### src/rtl/demux4_reg_if.sv
// Handshake/bus bundle for demux4_reg: one producer stream in, four held channels out.
// The master side drives stimulus and consumer readiness; the slave side is the demux.
interface demux4_reg_if #(
   parameter int unsigned WIDTH = 8
);
   logic [WIDTH-1:0] in_data;
   logic             in_valid;
   logic             in_ready;
   logic [1:0]       sel;
   logic             auto_sel;
   logic [1:0]       cur_tgt;
   logic [WIDTH-1:0] y0;
   logic [WIDTH-1:0] y1;
   logic [WIDTH-1:0] y2;
   logic [WIDTH-1:0] y3;
   logic [3:0]       y_valid;
   logic [3:0]       y_ready;

   modport master (
      output in_data, in_valid, sel, auto_sel, y_ready,
      input  in_ready, cur_tgt, y0, y1, y2, y3, y_valid
   );

   modport slave (
      input  in_data, in_valid, sel, auto_sel, y_ready,
      output in_ready, cur_tgt, y0, y1, y2, y3, y_valid
   );
endinterface

### src/rtl/demux4_reg.sv
// Registered 1-to-4 demultiplexer: each channel owns a one-word holding register,
// steering is by sel or by a round-robin pointer that only advances on accepted words.
module demux4_reg #(
   parameter int unsigned WIDTH = 8
) (
   input logic          clk,
   input logic          rst_n,
   demux4_reg_if.slave  bus
);

   logic [3:0][WIDTH-1:0] data_q;
   logic [3:0][WIDTH-1:0] data_d;
   logic [3:0]            y_valid_q;
   logic [3:0]            y_valid_d;
   logic [1:0]            rr_ptr_q;
   logic [1:0]            rr_ptr_d;

   logic [1:0]            tgt;
   logic                  in_ready;
   logic                  accept;

   // Target is free if empty or being drained this cycle, giving 1 word/cycle pass-through.
   always_comb begin
      tgt      = bus.auto_sel ? rr_ptr_q : bus.sel;
      in_ready = ~y_valid_q[tgt] | bus.y_ready[tgt];
      accept   = bus.in_valid & in_ready;
   end

   always_comb begin
      data_d    = data_q;
      y_valid_d = y_valid_q & ~bus.y_ready;
      rr_ptr_d  = rr_ptr_q;
      if (accept) begin
         data_d[tgt]    = bus.in_data;
         y_valid_d[tgt] = 1'b1;
         if (bus.auto_sel) begin
            rr_ptr_d = rr_ptr_q + 2'd1;
         end
      end
   end

   always_ff @(posedge clk or negedge rst_n) begin
      if (!rst_n) begin
         data_q    <= '0;
         y_valid_q <= '0;
         rr_ptr_q  <= '0;
      end else begin
         data_q    <= data_d;
         y_valid_q <= y_valid_d;
         rr_ptr_q  <= rr_ptr_d;
      end
   end

   assign bus.in_ready = in_ready;
   assign bus.cur_tgt  = tgt;
   assign bus.y0       = data_q[0];
   assign bus.y1       = data_q[1];
   assign bus.y2       = data_q[2];
   assign bus.y3       = data_q[3];
   assign bus.y_valid  = y_valid_q;

endmodule

### src/flat_wrapper.sv
// flat-port wrapper written by rule: the top's interface ports become plain ports
module demux4_reg_flat 
#(
   parameter int unsigned WIDTH = 8
)
  (clk, rst_n, bus_in_data, bus_in_valid, bus_sel, bus_auto_sel, bus_y_ready, bus_in_ready, bus_cur_tgt, bus_y0, bus_y1, bus_y2, bus_y3, bus_y_valid);
  demux4_reg_if #(.WIDTH(WIDTH)) bus_i ();
  input logic clk;
  input logic rst_n;
  input wire logic [$bits(bus_i.in_data)-1:0] bus_in_data;
  input wire logic [$bits(bus_i.in_valid)-1:0] bus_in_valid;
  input wire logic [$bits(bus_i.sel)-1:0] bus_sel;
  input wire logic [$bits(bus_i.auto_sel)-1:0] bus_auto_sel;
  input wire logic [$bits(bus_i.y_ready)-1:0] bus_y_ready;
  output wire logic [$bits(bus_i.in_ready)-1:0] bus_in_ready;
  output wire logic [$bits(bus_i.cur_tgt)-1:0] bus_cur_tgt;
  output wire logic [$bits(bus_i.y0)-1:0] bus_y0;
  output wire logic [$bits(bus_i.y1)-1:0] bus_y1;
  output wire logic [$bits(bus_i.y2)-1:0] bus_y2;
  output wire logic [$bits(bus_i.y3)-1:0] bus_y3;
  output wire logic [$bits(bus_i.y_valid)-1:0] bus_y_valid;
  assign bus_i.in_data = bus_in_data;
  assign bus_i.in_valid = bus_in_valid;
  assign bus_i.sel = bus_sel;
  assign bus_i.auto_sel = bus_auto_sel;
  assign bus_i.y_ready = bus_y_ready;
  assign bus_in_ready = bus_i.in_ready;
  assign bus_cur_tgt = bus_i.cur_tgt;
  assign bus_y0 = bus_i.y0;
  assign bus_y1 = bus_i.y1;
  assign bus_y2 = bus_i.y2;
  assign bus_y3 = bus_i.y3;
  assign bus_y_valid = bus_i.y_valid;
  demux4_reg #(.WIDTH(WIDTH)) u_core (.clk(clk), .rst_n(rst_n), .bus(bus_i));
endmodule
### config.mk
export PLATFORM = sky130hd
export DESIGN_NAME = demux4_reg_flat
export DESIGN_NICKNAME = d
export VERILOG_FILES = /design/src/rtl/demux4_reg_if.sv /design/src/rtl/demux4_reg.sv /design/src/flat_wrapper.sv
export SDC_FILE = /design/constraint.sdc
export NUM_CORES = 1
export LEC_CHECK = 0
export ABC_AREA = 1
export CORE_UTILIZATION = 49
export CTS_CLUSTER_DIAMETER = 60
export DETAILED_ROUTE_END_ITERATION = 12
export HOLD_SLACK_MARGIN = 0.12
export PLACE_DENSITY = 0.85
export SLEW_MARGIN = 20
export SYNTH_ARGS = -nofsm -noshare
export SYNTH_HDL_FRONTEND = slang
export SYNTH_SLANG_ARGS = --single-unit
export TNS_END_PERCENT = 1
### constraint.sdc
create_clock -name clk -period 2.3 [get_ports clk]
set_input_delay 0.345 -clock clk [delete_from_list [all_inputs] [get_ports clk]]
set_output_delay 0.345 -clock clk [all_outputs]
set_load 0.005 [all_outputs]
# Yosys cells after proc, flatten, opt, wreduce, memory -nomap -nowiden
# Index checks and enable logic that the tools add are counted.
# Widths: inputs -> output; s select.
# totals
ff_bits	38
latch_bits	0
ram_bits	0
rom_bits	0
in_bits	18
out_inout_bits	39
word_cells	28
memories	0
# op_classes
add_sub_neg	1
multipliers	0
div_mod_pow	0
magnitude_cmp	2
n_eq_ne	0
shifts	0
mux	11
bitwise_logic	6
n_reduce_logical	2
# ops
op	n
$bwmux 32	1
$demux 8 s2	1
$mux 8	1
$and 4x4->4	1
$bmux 1 s2	2
$mux 4	1
$not 4->4	1
$or 4x4->4	1
$lt 2x3->1 const B	1
$mux 1	3
$add 2x1->2 const B	1
$demux 1 s2	1
$ge 2x1->1 const B	1
$mux 2	1
$reduce_and 2->1	1
$and 1x1->1	1
$logic_and 1x1->1	1
$not 1->1	1
$or 1x1->1	1

# Depth between registers and ports, before layout
# logic_depth
word_depth	7
ltp_mapped	13
ltp_nobuf	12

# Least setup slack after synthesis
# OpenSTA, ideal clock, no wires.
# synth_path
kind	reg-to-output
from	register u_core.rr_ptr_q[0]
to	output bus_in_ready
t_arrival_ns	1.086
t_required_ns	1.955
path_slack_ns	0.869
stages_incl_launch_ff	10
path_buffers	1
cell_sequence	dfrtp_1 nand2_2 nand2_4 nand2_1 nand2_1 nand2_1 nand2_1 inv_1 nand2_2 buf_2
# synth_via
elab_chain_len	5
word_cells_on_any_way	7
classes_between	5 x mux; 2 x bitwise
# synth_lines
item	line	rtl
start, declared	demux4_reg.sv:15	logic [1:0] rr_ptr_q;
start signal, assigned	demux4_reg.sv:50	rr_ptr_q <= rr_ptr_d;
$mux 2 *	demux4_reg.sv:24	tgt = bus.auto_sel ? rr_ptr_q : bus.sel;
net bus_cur_tgt[0]	flat_wrapper.sv:16	output wire logic [$bits(bus_i.cur_tgt)-1:0] bus_cur_tgt;
$bmux 1 s2	demux4_reg.sv:25	in_ready = ~y_valid_q[tgt] | bus.y_ready[tgt];
$mux 1 (implied by the code)	demux4_reg.sv:25	
$not 1->1	demux4_reg.sv:25	
$or 1x1->1 *	demux4_reg.sv:25	
end, declared	flat_wrapper.sv:15	output wire logic [$bits(bus_i.in_ready)-1:0] bus_in_ready;
# The timed path passes the listed nets; every way through them passes the cells marked *. The select of a mux whose other input is x is not followed.

# Worst setup path in the final report
# layout_path
from	input bus_sel[0]
to	output bus_in_ready
# layout_via
elab_chain_len	5
word_cells_on_any_way	7
classes_between	5 x mux; 2 x bitwise
# layout_lines
item	line	rtl
start, declared	flat_wrapper.sv:12	input wire logic [$bits(bus_i.sel)-1:0] bus_sel;
$mux 2 *	demux4_reg.sv:24	
$bmux 1 s2	demux4_reg.sv:25	
$mux 1 (implied by the code)	demux4_reg.sv:25	
$not 1->1	demux4_reg.sv:25	
$or 1x1->1 *	demux4_reg.sv:25	
# Mark *: on every way between the ends. The rest lies on a longest branch, timed or not. The select of a mux whose other input is x is not followed.

==> metrics.txt <==
Hold Path Class in2async; # hold bufs at CTS 0; status finished, final reports clean; period utilization 0.944; fin cells 307; ANT nets after route 0; clock root buffer clkbuf_4; DP Wirelength 3110 um; RSZ-0062 raised after global routing no; area of the die 3780 um2; Final nets 278; maxcap violations 0; DRT Wirelength 4380 um; DRT Pass-1 Iters 4; Initial DRC Count 78; leakage power total 1.18 nW; R2R cell count 12; Longest Clk Path Bufs 2; GR Util met3 0.0441; Area Overhead vs Synth 41.4%; CP max FO 6; synth top area cells dfrtp_1 (55%), nand2_1 (18%), nand4_1 (12%); post-layout util 0.730; clock sink count 38; total number of yosys warnings 0; Die Wd 61.5 um; CTS H-Tree Depth 2; post-CTS repair timing setup buffer count 0; Via density 5.32; via count 1632; routability cong. 0.749; Yosys top cell area share 0.548; row count 21; Port Buffers 56; final worst path period need 2.17 ns; All-Layer GR Usage 0.254; endpoints failing hold 0; met2 Use GR 0.436; Yosys cell types 17; vias in the first global route 1437; CTS Buf Count 5; worst skew pair latency 0.34 ns; Clock Skew 0.0136 ns; power per cell area 1140 nW/um2; gr ovfl total 0; DR WL/cell 14.3 um; n_diodes 0; Placed Instances 299; GR met1 Demand/Resource 0.327; Initial Util 0.516; Rel. slew slack 0.685; CTS resizes 1; first-pass GRT wire length 6770 um; Crit Path Category in2out; initial antenna violation count 0; maximum vdd drop 667 uV; clock-pin slew on the worst setup and hold paths 0.12 ns; Synth Register Bits 38; share of layout cells above drive strength 1 0.111; Synth Cell Area 1740 um2; syn_nets 214; Critical Path End Type primary output; largest area contributor in the netlist dfrtp_1; vertical die dimension 61.5 um; core outline area 3360 um2; CTS tree yes; I/O pin total 57; Max Clock Freq 0.461 GHz; Critical Path AT 1.83 ns; DRC 0; endpoints failing setup 0; WP data required 1.96 ns; Post-Route Setup TNS 0 ns; measured slew at the worst slew-check pin 0.473 ns; busiest layer in global routing met2; mean post-synth cell area 8.85 um2; CP Launch Type primary input; Final Slew Violations 0; sequential-to-total area share from yosys stat 0.548; largest net degree at the start of global routing 40; Final Power 0.00280 W; Gate Count Post-Synth 196
==> cell type report <==
class,instances,area [um2]
clock buffer,6,51.3
clock inverter,2,12.5
fill,292,910
inverter,10,37.5
multi-input combinational,140,704
sequential,38,951
tap,46,57.6
timing repair buffer,65,639
==> flip-flops by register name, summed over array words and instances (netlist names) <==
name and flops:
u_core.bus.y0 8, u_core.bus.y1 8, u_core.bus.y2 8, u_core.bus.y3 8, u_core.bus.y_valid 4, u_core.rr_ptr_q 2
==> synth_stat cells <==
master     n
nand3_1    4
buf_2      4
buf_6      1
clkbuf_1   3
xor2_1     1
clkinv_1   3
nand2_2    4
dfrtp_1   38
inv_1      6
o21ai_0    4
inv_2      1
nand3_4    4
o21ai_1    1
nand4_1   34
nand2_1   85
nand2_4    1
nor2_2     2
==> worst max-delay path, cell delays in order <==
cell	delay (ns)
clkdlybuf4s50_1	0.48
nand2_2	0.10
nand2_4	0.09
nand2_1	0.05
nand2_1	0.05
nand2_1	0.04
nand2_1	0.06
inv_1	0.04
nand2_2	0.07
clkdlybuf4s50_1	0.50
==> final timing paths <==
| path | end | slack (ns) | start |
|---|---|---|---|
| max | bus_in_ready | 0.13 | bus_sel[0] |
| min reg2reg | u_core.bus.y1[4] | 0.48 | u_core.bus.y1[4] |
| max reg2reg | u_core.bus.y2[3] | 0.52 | u_core.rr_ptr_q[0] |
| min in group clk | u_core.bus.y1[4] | 0.48 | u_core.bus.y1[4] |
| min | u_core.bus.y1[4] | 0.41 | rst_n |
| max in group asynchronous | u_core.rr_ptr_q[1] | 1.54 | rst_n |
==> through the flow <==
stage               instance area, um2  hold slack, ns  worst slack (ns)
floorplan                         1740          0.0494             0.869
global placement                  2390           0.454           -0.0127
detailed placement                2390           0.458           -0.0461
CTS                               2450           0.422             0.138
global route                      2450           0.452            0.0120
finish                            2450           0.413             0.129
==> power by group <==
part           switching, W  internal [W]
Clock              0.000217      0.000147
Combinational      0.000547      0.000736
Sequential         0.000187      0.000967
Total              0.000951       0.00185
==> placed cells by master, fill, tap and decap left out, types with 2 or more instances in the layout <==
cell	instances
clkinv_1	3
clkdlybuf4s50_1	55
nand2_1	85
nand3_1	4
nand2_2	4
buf_4	8
nand4_1	34
nand3_4	4
nor2_2	2
inv_1	6
clkbuf_4	5
dfrtp_1	38
o21ai_0	4
==> cells by family (layout without fill, tap and decap cells) <==
family | after synthesis | after routing | synth area share
flip-flops | 38 | 38 | 0.548
XOR/XNOR | 1 | 1 | 0.00505
AND/OR/NAND/NOR | 134 | 134 | 0.386
AO/OA/AOI/OAI | 5 | 5 | 0.0144
buffers and inverters | 18 | 83 | 0.0461
==> metal layers <==
| layer | wire length [um] | vias to the layer above |
|---|---|---|
| met1 | 1710 | 764 |
| met3 | 310 | 6 |
| met2 | 2310 | 69 |
| met4 | 48 | 0 |
| li1 | - | 793 |
| met5 | 0 | - |
No activity file was read; power rests on OpenSTA's default activity.
